File: config.mk
export PLATFORM = sky130hd
export DESIGN_NAME = word_sample_sequencer
export DESIGN_NICKNAME = d
export VERILOG_FILES = /design/src/rtl/word_sample_sequencer_pkg.sv /design/src/rtl/word_sample_sequencer.sv
export SDC_FILE = /design/constraint.sdc
export NUM_CORES = 1
export LEC_CHECK = 0
export BUFFER_PORTS_ARGS = -buffer_cell sky130_fd_sc_hd__buf_2
export CAP_MARGIN = 20
export CORE_MARGIN = 3
export CORE_UTILIZATION = 54
export DETAILED_ROUTE_END_ITERATION = 10
export PLACE_DENSITY = 0.84
export SLEW_MARGIN = 20
export SYNTH_ARGS = -nofsm -noshare
export SYNTH_HDL_FRONTEND = slang
export SYNTH_SLANG_ARGS = --single-unit
File: constraint.sdc
create_clock -name clk -period 4.1 [get_ports clk]
set_clock_uncertainty 0.1 [all_clocks]
set_input_delay 0.205 -clock clk [delete_from_list [all_inputs] [get_ports clk]]
set_output_delay 0.205 -clock clk [all_outputs]
set_load 0.03 [all_outputs]
File: src/rtl/word_sample_sequencer_pkg.sv
// Shared constants, state encoding and base-legality check for the word
// sample playback sequencer and its neighbouring stages.
package word_sample_sequencer_pkg;

  localparam int unsigned WORD_LEN    = 8;
  localparam int unsigned MAX_BASE    = 152;
  localparam int unsigned BASE_STRIDE = WORD_LEN;
  localparam int unsigned ADDR_W      = 8;
  localparam int unsigned SAMPLE_W    = 8;

  typedef enum logic [1:0] {
    IDLE = 2'd0,
    WAIT = 2'd1,
    CAPT = 2'd2,
    HOLD = 2'd3
  } state_e;

  // A base is legal when it is stride-aligned and no higher than the last word.
  // Base 0 is word 1 and is legal.
  function automatic logic base_is_legal(
    input logic [ADDR_W-1:0] base,
    input int unsigned       max_base = MAX_BASE,
    input int unsigned       stride   = BASE_STRIDE
  );
    logic [31:0] base_w;
    base_w = 32'(base);
    return ((base_w % stride) == 32'd0) && (base_w <= max_base);
  endfunction

endpackage

File: src/rtl/word_sample_sequencer.sv
// Fetches WORD_LEN consecutive samples from an external 1-cycle-latency ROM
// and streams them out one at a time over a valid/ready handshake.
module word_sample_sequencer
  import word_sample_sequencer_pkg::*;
#(
  parameter int unsigned WORD_LEN = word_sample_sequencer_pkg::WORD_LEN,
  parameter int unsigned MAX_BASE = word_sample_sequencer_pkg::MAX_BASE
) (
  input  logic                clk,
  input  logic                rst,
  input  logic                start,
  input  logic [ADDR_W-1:0]   base_in,
  output logic [ADDR_W-1:0]   rom_addr,
  input  logic [SAMPLE_W-1:0] rom_data,
  output logic [SAMPLE_W-1:0] sample_out,
  output logic                sample_valid,
  input  logic                sample_ready,
  output logic                busy,
  output logic                done,
  output logic                err
);

  localparam int unsigned IDX_W = $clog2(WORD_LEN);
  localparam logic [IDX_W-1:0] LAST_IDX = IDX_W'(WORD_LEN - 1);

  state_e              state_q,    state_d;
  logic [IDX_W-1:0]    idx_q,      idx_d;
  logic [ADDR_W-1:0]   rom_addr_q, rom_addr_d;
  logic [SAMPLE_W-1:0] sample_q,   sample_d;
  logic                valid_q,    valid_d;
  logic                done_q,     done_d;
  logic                err_q,      err_d;

  logic handshake;
  assign handshake = valid_q && sample_ready;

  // NOTE: every signal written here gets a default first, so no path can
  // leave it unassigned and infer a latch.
  always_comb begin
    state_d    = state_q;
    idx_d      = idx_q;
    rom_addr_d = rom_addr_q;
    sample_d   = sample_q;
    valid_d    = valid_q;
    done_d     = 1'b0;
    err_d      = 1'b0;

    unique case (state_q)
      IDLE: begin
        if (start) begin
          if (base_is_legal(base_in, MAX_BASE, WORD_LEN)) begin
            rom_addr_d = base_in;
            idx_d      = '0;
            state_d    = WAIT;
          end else begin
            err_d = 1'b1;
          end
        end
      end
      WAIT: state_d = CAPT;
      CAPT: begin
        sample_d = rom_data;
        valid_d  = 1'b1;
        state_d  = HOLD;
      end
      HOLD: begin
        // sample_out is left untouched at the handshake; only valid drops.
        if (handshake) begin
          valid_d = 1'b0;
          if (idx_q == LAST_IDX) begin
            done_d  = 1'b1;
            state_d = IDLE;
          end else begin
            idx_d      = idx_q + IDX_W'(1);
            rom_addr_d = rom_addr_q + ADDR_W'(1);
            state_d    = WAIT;
          end
        end
      end
      default: state_d = IDLE;
    endcase
  end

  // NOTE: sequential state uses non-blocking assignments so every register
  // samples the pre-edge values of its neighbours.
  always_ff @(posedge clk or negedge rst) begin
    if (!rst) begin
      state_q    <= IDLE;
      idx_q      <= '0;
      rom_addr_q <= '0;
      sample_q   <= '0;
      valid_q    <= 1'b0;
      done_q     <= 1'b0;
      err_q      <= 1'b0;
    end else begin
      state_q    <= state_d;
      idx_q      <= idx_d;
      rom_addr_q <= rom_addr_d;
      sample_q   <= sample_d;
      valid_q    <= valid_d;
      done_q     <= done_d;
      err_q      <= err_d;
    end
  end

  assign rom_addr     = rom_addr_q;
  assign sample_out   = sample_q;
  assign sample_valid = valid_q;
  assign busy         = (state_q != IDLE);
  assign done         = done_q;
  assign err          = err_q;

endmodule

==> results.txt, run 1 <==
The leftover overflow at the end of global routing is 0. The min-delay analysis places its worst path in the category primary input to flip-flop. The highest achievable clock rate is 0.402 GHz. The critical path data arrival time is 2.62 ns. Multiplexer cells account for 10.3% of the synthesized area. The cell area after synthesis came out at 1280 um^2. The DRC violation total after the first TritonRoute iteration is 26. TritonCTS created 3 clock buffers. The power per standard cell area is 837 nW/um^2. Entering global routing, the biggest net connects 25 pins. The largest stage delay on the critical path is 0.68 ns. The final layout contains 197 nets. The number of cells in the finished layout apart from fillers is 197. The post-synthesis to final-layout area growth came out at 23.9%.

The first global-routing pass estimated 4220 um of wire. The via count of the first global-routing pass is 989. The flow ran to the end, and the final reports show no timing, DRC or antenna violations.

CTS placed an instance of sky130_fd_sc_hd__clkbuf_4 at the clock tree root. Yosys mapped a number of flops with a built-in enable equal to 0. The count of H-tree levels built during CTS came out at 1. The gate count of the mapped netlist came out at 125. The fill cell total of the finished layout is 165. The most used flip-flop cell after synthesis is sky130_fd_sc_hd__dfrtp_1. STA classifies the critical path endpoint as a flip-flop. The critical path goes through ha_1 > or2b_1 > o22ai_4 > nand2_1 > a221oi_1. The async set or reset register ratio after synthesis is 100%. The worst slew margin relative to its limit came out at 49.1%. The post-detailed-routing wire length is 2710 um. The port buffer count is 39. The transition at the pin with the smallest max-transition slack is 0.764 ns. At the later pin of the worst-skew pair, clock insertion delay measures 0.32 ns. The via count normalized by instance count came out at 5.73. The worst slack at placement came out at 1.66 ns. Dividing the detail-routed wire length by the instance count gives 13.8 um. The routed layout has 1128 vias. The cell leakage power came out at 0.000793 uW. Of the available clock period, the critical path in the final layout requires 60.6%. The largest individual stage delay along the critical path comes from the cell sky130_fd_sc_hd__ha_1. The dominant combinational cell family by area after synthesis is simple AND/OR/NAND/NOR gates. In this run, synthesis produced a sequential element count of 24. The number of hold violations in the final report came to 0. Yosys instantiated no cell more often than sky130_fd_sc_hd__dfrtp_1. The area of the die came out at 2990 um^2. The share of synthesized cell area in full adder, half adder and majority cells came out at 6.84%. The die is 54.7 um tall.

The number of different library cells used by synthesis comes to 32. The max-capacitance violation count is 0. The fraction of layout cells with a size suffix above 1 came out at 34.3%. The post-detailed-placement half-perimeter wirelength came out at 1950 um. The time the worst path needs with I/O delays and setup is 2.49 ns. In this run the biggest area consumer among cell types represents 46.9% of the synthesized area. The initial utilization of the core area, before any placement, comes to 57.4%.

Of all nets on the critical path, the largest fanout is 20. The clock slew at the register clock pins of the worst setup and hold paths is 0.14 ns. The cell class contributing the biggest share of worst-path delay is adder cells. Measured along the x axis, the die boundary spans 54.7 um.

The number of inserted diodes is 0. IR analysis of the VDD net gives a maximum drop of 504 uV. The number of slew-limit violations in the final report was 0. The final worst-path setup slack came out at 1.61 ns. The number of placed I/O pins is 40. STA classifies the critical path startpoint as a flip-flop. Global routing consumed, over all layers together, 19.5% of the routing resources. The simple logic cell fraction of the synthesized area is 16.7%. The setup TNS after final layout is 0 ns. The cell accounting for the most synthesized area is sky130_fd_sc_hd__dfrtp_1.

Data on the critical path is required at its endpoint by 4.23 ns. The antenna violation net count after detailed routing came out at 0. By count the netlist is led by 24 x sky130_fd_sc_hd__dfrtp_1, 18 x sky130_fd_sc_hd__nand2_1, 11 x sky130_fd_sc_hd__nor2_1.

The number of buffers on the longest clock path came out at 2. The post-cts repair resize count came out at 0. The clock net sink count came out at 24. The number of design rule violations left after detail routing came out at 0. The placement row count came out at 17. The weighted congestion at the end of routability-driven global placement came out at 0.883. In the post-synthesis netlist, the biggest area contributors are sky130_fd_sc_hd__dfrtp_1 47%, sky130_fd_sc_hd__mux2_2 7.9%, sky130_fd_sc_hd__ha_1 6.8%, sky130_fd_sc_hd__nand2_1 5.3%, sky130_fd_sc_hd__nor2_1 3.2%. Setup repair after global routing left no endpoint under its margin. The count of endpoints failing setup in the final report came out at 0. The core region is 2230 um^2. The total chip power is 1330 uW. The first-pass iteration count of the detailed router came out at 4. The critical path buffer and inverter count is 0.

The area fraction in compound gates after synthesis is 15.2%. TritonCTS built the clock tree. The synthesis warning total is 0. The xor-xnor portion of the synthesized cell area came out at 0%. The post-synthesis net count came out at 152. For this run, the share of the core covered by cells in the final layout is 71.1%. The number of cells in the design after placement is 188.

The synthesized area divided by synthesized cell count came out at 10.2 um^2. The class of the most critical setup path is flip-flop to flip-flop. The initial antenna violation count came to 0. The sequential cell area fraction in the yosys report came out at 46.9%.
-- per-layer routing --
| metal | vias up | global-route usage, % | part of all wire, % |
|---|---|---|---|
| met5 | - | 0 | 0 |
| met4 | 0 | 9.54 | 1.7 |
| met3 | 7 | 3.54 | 9.0 |
| met2 | 69 | 32.1 | 46 |
| met1 | 512 | 24.4 | 43 |
| li1 | 540 | - | - |
-- logic make-up (layout without fill, tap and decap cells) --
logic type	Yosys count	count (layout)
fa+ha+maj	7	7
mux	12	12
flops	24	24
compound gates	26	26
buf+inv	11	55
simple gates	45	45
-- final cells by class --
cell class                      instances  area (um^2)  area share (%)
Sequential cell                        24          601            37.8
Inverter                                7         26.3            1.65
Clock inverter                          1         30.0            1.89
Multi-Input combinational cell         90          628            39.6
Timing Repair Buffer                   44          245            15.4
Tap cell                               28         35.0            2.21
Clock buffer                            3         22.5            1.42
-- report_power, final --
| part | total (uW) | internal [uW] | leakage [uW] | switching, uW |
|---|---|---|---|---|
| sequential | 426 | 337 | 0.000287 | 88.5 |
| clock | 173 | 98.9 | 0.0000279 | 74.2 |
| combinational | 729 | 280 | 0.000478 | 449 |
| total | 1330 | 716 | 0.000793 | 612 |
-- worst paths after layout --
kind / from / endpoint / slack, ns / cells past startpoint
max: state_q[1] / rom_addr[4] / 1.61 / 5
min: rom_data[7] / sample_out[7] / 0.01 / 2
max reg2reg: state_q[1] / rom_addr[4] / 1.61 / 5
min reg2reg: idx_q[1] / idx_q[1] / 0.41 / 2
max in group asynchronous: rst / rom_addr[6] / 3.27 / 2
min in group asynchronous: rst / idx_q[2] / 0.27 / 2
-- layout by cell type (no fill, tap or decap), drive strengths merged --
cell          n
a21oi         4
a221oi        1
a22o          1
a31o          2
a31oi         3
a41o          1
and2          1
and3          1
buf          39
bufinv        1
clkbuf        3
dfrtp        24
dlygate4sd3   5
ha            7
inv           7
mux2          9
mux2i         3
nand2        18
nand2b        1
nand3         7
nand3b        1
nand4         2
nor2         11
nor3          2
o21ai         6
o22a          1
o22ai         6
o31a          1
or2b          1
-- registers in the layout (all words and copies together), names as in the netlist --
name,cells
state_q,2
rom_addr,8
done,1
err,1
sample_out,8
idx_q,3
sample_valid,1
-- per-stage QoR --
stage / hold WS (ns) / cell area (um^2)
2_1_floorplan: -0.191 / 1280
3_3_place_gp: 0.105 / 1490
3_5_place_dp: 0.112 / 1490
4_1_cts: 0.000981 / 1580
5_1_grt: 0.00117 / 1590
6_report: 0.0101 / 1590
-- timing repair --
item | CTS | global route
endpoints found under the hold margin | 27 | 1
setup buffers | 0 | 0
hold buffers | 4 | 1
-- worst reg2reg max path, stage by stage (launching register included) --
cell and delay, ns:
sky130_fd_sc_hd__dfrtp_1 0.44, sky130_fd_sc_hd__ha_1 0.68, sky130_fd_sc_hd__or2b_1 0.33, sky130_fd_sc_hd__o22ai_4 0.21, sky130_fd_sc_hd__nand2_1 0.28, sky130_fd_sc_hd__a221oi_1 0.36
No activity file was read; power rests on OpenSTA's default activity.
==> inputs of run 2 (changes only) <==
Settings changed: CORE_UTILIZATION 54 to 50, PLACE_DENSITY 0.84 to 0.78.
Clock period 4.1 ns to 2.5 ns, I/O delays scaled along.
==> results.txt, run 2 (synthesized netlist as in run 1, its figures left out) <==
The flow ran to the end, and the final reports show no timing, DRC or antenna violations. In this run the static leakage power is 0.000825 uW. In this design, the largest share of critical-path delay is due to compound AO/OA/AOI/OAI gates.

The data required time at the worst endpoint came out at 2.63 ns. The path with the worst hold slack has its endpoint at rom_addr[6]. The critical path goes through ha_1 > ha_1 > or2b_1 > o22ai_4 > nand2_1 > a221oi_1. In the final layout, the multi-input gates occupy 628 um^2. After global routing the overflow that remains totals 0. The sequential cells in the finished layout cover a total of 601 um^2. The type of the most critical hold path is primary input to flip-flop. VDD sags by at most 825 uV.

Combinational logic burns 57.9% of the power. The slowest stage of the critical path belongs to the cell sky130_fd_sc_hd__dfrtp_1. The final net count came out at 206.

The count of H-tree levels built during CTS is 1. Prior to clock tree synthesis, the placed netlist has a worst setup slack of 0.345 ns. The setup TNS after final layout is 0 ns.

The count of endpoints failing setup in the final report came out at 0. The global-route total usage across every layer came out at 20.7%. The final critical-path share of the clock period came out at 87.9%. The post-layout utilization of the core is 71.6%.

The placement row count is 17. Across all layers, the routed design uses 1138 vias. Setup slack on the critical path of the routed design comes to 0.303 ns. On the final layout, the worst hold slack is 0.00434 ns. The weighted congestion at the end of routability-driven global placement is 0.857. The area inside the core boundary came out at 2320 um^2. The number of slew-limit violations in the final report came out at 0. The setup path with the least slack is of type flip-flop to flip-flop.

The clock net in this run drives a total of 24 sinks. The initial core utilization is 55.3%. The clock slew at the register clock pins of the worst setup and hold paths is 0.13 ns.

The worst hold path begins at base_in[6]. Counting the fill cells in the layout gives 176. The port buffer count is 39.

For flop-to-flop paths, the worst setup slack is 0.30 ns. The worst register-to-register path ends at rom_addr[4]. The via count of the first global-routing pass came out at 1092. The area of the die is 3210 um^2. The worst register-to-register path begins at idx_q[0]. The worst slew margin relative to its limit is 64.2%. Post-CTS timing repair inserted 0 buffers for setup. The number of design rule violations left after detail routing is 0. In this run the power density over the cells is 1300 nW/um^2. The first-pass iteration count of the detailed router is 4. The top cell types in the final layout, fill and taps aside, are 39 x sky130_fd_sc_hd__buf_2, 24 x sky130_fd_sc_hd__dfrtp_1, 18 x sky130_fd_sc_hd__nand2_1, 13 x sky130_fd_sc_hd__dlygate4sd3_1, 11 x sky130_fd_sc_hd__nor2_1. The finished layout holds 206 standard cells, fillers aside. The cell depth of the worst min-delay path came out at 3.

The die is 56.6 um wide. In the final routed layout, each cell accounts on average for 15.2 um. Counting both buffers and inverters, the worst setup path holds a total of 0.

The floorplan step set the die height to 56.6 um. The share of total power dissipated in the clock network is 9.7%. Entering global routing, the biggest net connects 25 pins.

The number of cells in the design after placement came out at 189. The relative contribution of sequential cells to total power came out at 32.4%. The time the worst path needs with I/O delays and setup came out at 2.20 ns. The critical path capture point type is a flip-flop. The path depth of the worst reg2reg path is 6.

The HPWL after detailed placement is 2180 um. The initial antenna violation count came out at 0. Setup repair after global routing left no endpoint under its margin.

In this run switching power makes up 48.1% of total power. The repair_antennas step left the layout with diodes totalling 0. The number of hold violations in the final report is 0. The library cell used most frequently in the layout, excluding fill and tap cells, is sky130_fd_sc_hd__buf_2.

The highest achievable clock rate came out at 0.455 GHz. Counting the buffers created by CTS gives 3. The via count normalized by instance count is 5.52. The number of placed I/O pins came out at 40.

TritonCTS built the clock tree. The critical path data arrival time is 2.33 ns. The detailed router finished its first iteration with 28 violations. The longest clock path from root to sink contains 2 buffers. Clock tree synthesis selected as its root buffer the cell sky130_fd_sc_hd__clkbuf_4. Compared with the post-synthesis result, the final layout area differs by 29.5%. The clock insertion delay at the later pin of the skew report came out at 0.32 ns. The post-detailed-routing wire length is 3130 um. STA classifies the critical path startpoint as a flip-flop. The fraction of layout cells with a size suffix above 1 is 33.1%.

On the worst path, the slowest cell contributes a delay of 0.42 ns. Across the run, the number of max-cap violations was 0. The power spent charging and discharging nets came out at 1040 uW. The transition at the pin with the smallest max-transition slack is 0.538 ns. In this run the worst path has a maximum fanout of 11.

In this design, the critical path's most frequently occurring cell is sky130_fd_sc_hd__ha_1. The first-pass GRT wire length came out at 5190 um. The antenna violation net count after detailed routing came out at 0. The internal power contribution is 1120 uW.
-- run 2: cell types whose count changed in the layout (fill, tap and decap cells not counted), sizes merged --
| cell | change |
|---|---|
| buf | +1 |
| bufinv | -1 |
| dlygate4sd3 | +8 |
| clkbuf | +1 |
-- run 2: worst max-delay path by stage --
stage | cells past startpoint | startpoint | slack (ns) | to
6_report | 6 | idx_q[0] | 0.30 | rom_addr[4]
3_5_place_dp | 6 | idx_q[0] | 0.35 | rom_addr[4]
5_1_grt | 6 | idx_q[0] | 0.23 | rom_addr[4]
3_3_place_gp | 6 | idx_q[0] | 0.46 | rom_addr[4]
4_1_cts | 6 | idx_q[0] | 0.33 | rom_addr[4]
2_1_floorplan | 7 | idx_q[0] | 0.60 | rom_addr[5]
-- run 2: through the flow --
step / total power [uW] / instance area [um^2]
final: 2160 / 1660
after global routing: 2300 / 1660
after CTS: 2160 / 1660
after detailed placement: 1930 / 1490
after global placement: 1870 / 1490
after floorplan: 1610 / 1280
-- run 2: repair_timing --
action	CTS	global route
endpoints found under the setup margin	0	0
hold buffers	13	0
hold endpoints to repair	36	0
resized for setup	0	0
-- run 2: layout make-up --
class | count | area share [%]
Multi-Input combinational cell | 90 | 37.9
Sequential cell | 24 | 36.2
Timing Repair Buffer | 53 | 20.1
Clock buffer | 4 | 2.19
Tap cell | 28 | 2.11
Inverter | 7 | 1.58
-- run 2: worst register-to-register path, delay by kind of cell (launching register included) --
kind	cells	cell delay, ns
simple gates	2	0.59
flops	1	0.42
compound gates	2	0.60
fa+ha+maj	2	0.39
-- run 2: layer usage --
| layer | vias to the layer above | GRT usage, % | wire length [um] |
|---|---|---|---|
| met5 | - | 0 | 0 |
| met4 | 0 | 9.15 | 58 |
| met3 | 5 | 2.99 | 192 |
| met2 | 48 | 33.2 | 1550 |
| met1 | 534 | 27.7 | 1330 |
| li1 | 551 | - | - |
-- run 2: power by group through the flow --
stage / Sequential, uW / Clock (uW) / Combinational, uW
2_1_floorplan: 955 / 0 / 659
3_3_place_gp: 690 / 0 / 1180
3_5_place_dp: 703 / 0 / 1230
4_1_cts: 696 / 213 / 1250
5_1_grt: 731 / 230 / 1340
6_report: 698 / 209 / 1250
==> inputs of run 3 (changes only) <==
Clock period 2.5 ns to 2.1 ns, I/O delays scaled along.
==> results.txt, run 3 (synthesized netlist as in run 1, its figures left out) <==
In this run the worst hold path is classified as primary input to flip-flop. The final net count came out at 210. The top cell types in the final layout, fill and taps aside, are 39 x sky130_fd_sc_hd__buf_2, 24 x sky130_fd_sc_hd__dfrtp_1, 17 x sky130_fd_sc_hd__nand2_1, 15 x sky130_fd_sc_hd__dlygate4sd3_1, 11 x sky130_fd_sc_hd__nor2_1. The count of endpoints failing setup in the final report came out at 0. The final critical-path share of the clock period is 94.3%. Summed over all cells, the static leakage comes to 0.000844 uW. The critical path goes through ha_1 > ha_1 > or2b_1 > o22ai_4 > and2_4 > nand2_1 > o31a_1. The number of inserted diodes came out at 0. The post-detailed-routing wire length is 3140 um. In this run the register-to-register setup slack is 0.12 ns. The kind of launch point of the worst setup path is a flip-flop. The first-pass GRT wire length is 5170 um. The largest single stage delay on the critical path is 0.42 ns.

After detailed routing, the average wire length per cell comes to 15.0 um. Summed over all nets, the half-perimeter wirelength after detailed placement is 2190 um. The highest achievable clock rate is 0.505 GHz. Following the worst setup path forward leads to its endpoint at rom_addr[5]. The cell seen most often among critical-path stages is sky130_fd_sc_hd__ha_1.

The first-pass iteration count of the detailed router came out at 4. Clock tree synthesis selected as its root buffer the cell sky130_fd_sc_hd__clkbuf_4. The clock slew at the register clock pins of the worst setup and hold paths is 0.13 ns. The cell area after placement is 1510 um^2. Once placement completed, the tool counted placed cells totaling 191.

The number of hold violations in the final report came out at 0. The area taken by flip-flops and latches came out at 601 um^2. The power per standard cell area came out at 1540 nW/um^2.

The startpoint identified for the worst hold timing path is base_in[2]. The transition at the pin with the smallest max-transition slack came out at 0.523 ns. The number of slew-limit violations in the final report came out at 0. Setup repair after global routing left no endpoint under its margin. At the end of the flow the core is filled with cells to 73.2%. The initial core utilization came out at 55.3%.

The data required time at the worst endpoint came out at 2.21 ns. The finished layout holds 210 standard cells, fillers aside. The worst register-to-register path begins at idx_q[0].

The critical register-to-register path endpoint is rom_addr[5]. The via count is 1167. The antenna violation net count after detailed routing came out at 0. The DRC violation total after the first TritonRoute iteration came out at 48.

The initial antenna violation count is 0. The largest individual stage delay along the critical path comes from the cell sky130_fd_sc_hd__dfrtp_1. The maximum fanout encountered on the critical timing path came out at 4.

The number of buffers inserted during clock tree synthesis came out at 3. The time the worst path needs with I/O delays and setup is 1.98 ns. TritonCTS built the clock tree.

The number of buffers inserted to repair setup after CTS came out at 0. For this run, design rule violations remaining after detail routing come to 0. The path depth of the worst reg2reg path is 7. The critical path data arrival time is 2.09 ns. The weighted congestion at the end of routability-driven global placement is 0.833. The area of the multi-input gates came out at 631 um^2. The count of H-tree levels built during CTS came out at 1. The number of stages on the worst setup path came out at 7. The finished layout cell area came out at 1700 um^2. The leftover overflow at the end of global routing came out at 0.

The post-synthesis to final-layout area growth is 32.4%. VDD sags by at most 1020 uV. The floorplan step defined a die boundary enclosing 3210 um^2. The placement row count came out at 17.

The run finished with clean final reports. The class of the most critical setup path is flip-flop to flip-flop. The critical path buffer and inverter count is 0. STA classifies the critical path endpoint as a flip-flop.

The worst slew margin relative to its limit came out at 65.1%. The die boundary width came out at 56.6 um. Port buffering added 39 buffers. The most common cell after layout, fill and taps aside is sky130_fd_sc_hd__buf_2. Global routing used 20.5% of the available tracks.

The area inside the core boundary came out at 2320 um^2. The longest clock path from root to sink contains 2 buffers. The kind of cell with the highest combined delay along the critical path is simple AND/OR/NAND/NOR gates. Adding up every negative setup slack in the final design gives 0 ns. The clock net sink count came out at 24.

The fill cell total of the finished layout came out at 176. Entering global routing, the biggest net connects 25 pins. The floorplan step set the die height to 56.6 um.

The via count of the first global-routing pass is 1139. The max-capacitance violation count is 0. Of the cells placed in the final design, the portion with a size suffix greater than 1 is 34.1%. The number of placed I/O pins came out at 40. The clock insertion delay at the later pin of the skew report is 0.32 ns.

The via count normalized by instance count came out at 5.56. Tracing the worst setup path back leads to its startpoint at idx_q[0].
## run 3: where the power goes
part / switching (uW) / internal [uW]
clock: 137 / 106
combinational: 932 / 599
sequential: 178 / 659
total: 1250 / 1360
## run 3: cell type report
type / instances / share of cell area (%)
inverter: 7 / 1.55
timing repair buffer: 57 / 21.7
sequential: 24 / 35.4
tap: 28 / 2.06
multi-input combinational: 90 / 37.2
clock buffer: 4 / 2.14
## run 3: metrics by stage
step / worst slack (ns) / total power (uW) / hold slack (ns)
after global routing: 0.0435 / 2780 / 0.00547
after floorplan: 0.200 / 1920 / -0.291
final: 0.121 / 2610 / 0.0140
after global placement: 0.191 / 2270 / 0.00878
after detailed placement: 0.0664 / 2320 / 0.0121
after CTS: 0.0673 / 2580 / 0.00232
## run 3: timing repair
action,4_1_cts,5_1_grt
resized for setup,0,1
setup endpoints to repair,0,1
hold endpoints to repair,37,1
hold buffers,14,1
## run 3: worst min-delay path by stage
stage / endpoint / depth (start not counted)
3_5_place_dp: sample_out[5] / 1
6_report: err / 3
2_1_floorplan: done / 0
3_3_place_gp: sample_out[5] / 1
4_1_cts: rom_addr[7] / 3
5_1_grt: err / 3
## run 3: worst register-to-register path, stage by stage, from the launching register on
cell and delay [ns]:
sky130_fd_sc_hd__dfrtp_1 0.42, sky130_fd_sc_hd__ha_1 0.21, sky130_fd_sc_hd__ha_1 0.20, sky130_fd_sc_hd__or2b_1 0.27, sky130_fd_sc_hd__o22ai_4 0.13, sky130_fd_sc_hd__and2_4 0.19, sky130_fd_sc_hd__nand2_1 0.07, sky130_fd_sc_hd__o31a_1 0.28
## run 3: metal layers
layer | GRT usage (%) | share of wire, % | vias up
met4 | 7.46 | 1.4 | 0
met3 | 2.76 | 4.7 | 5
met1 | 25.8 | 42 | 571
met5 | 0 | 0 | -
li1 | - | - | 556
met2 | 35.5 | 52 | 35
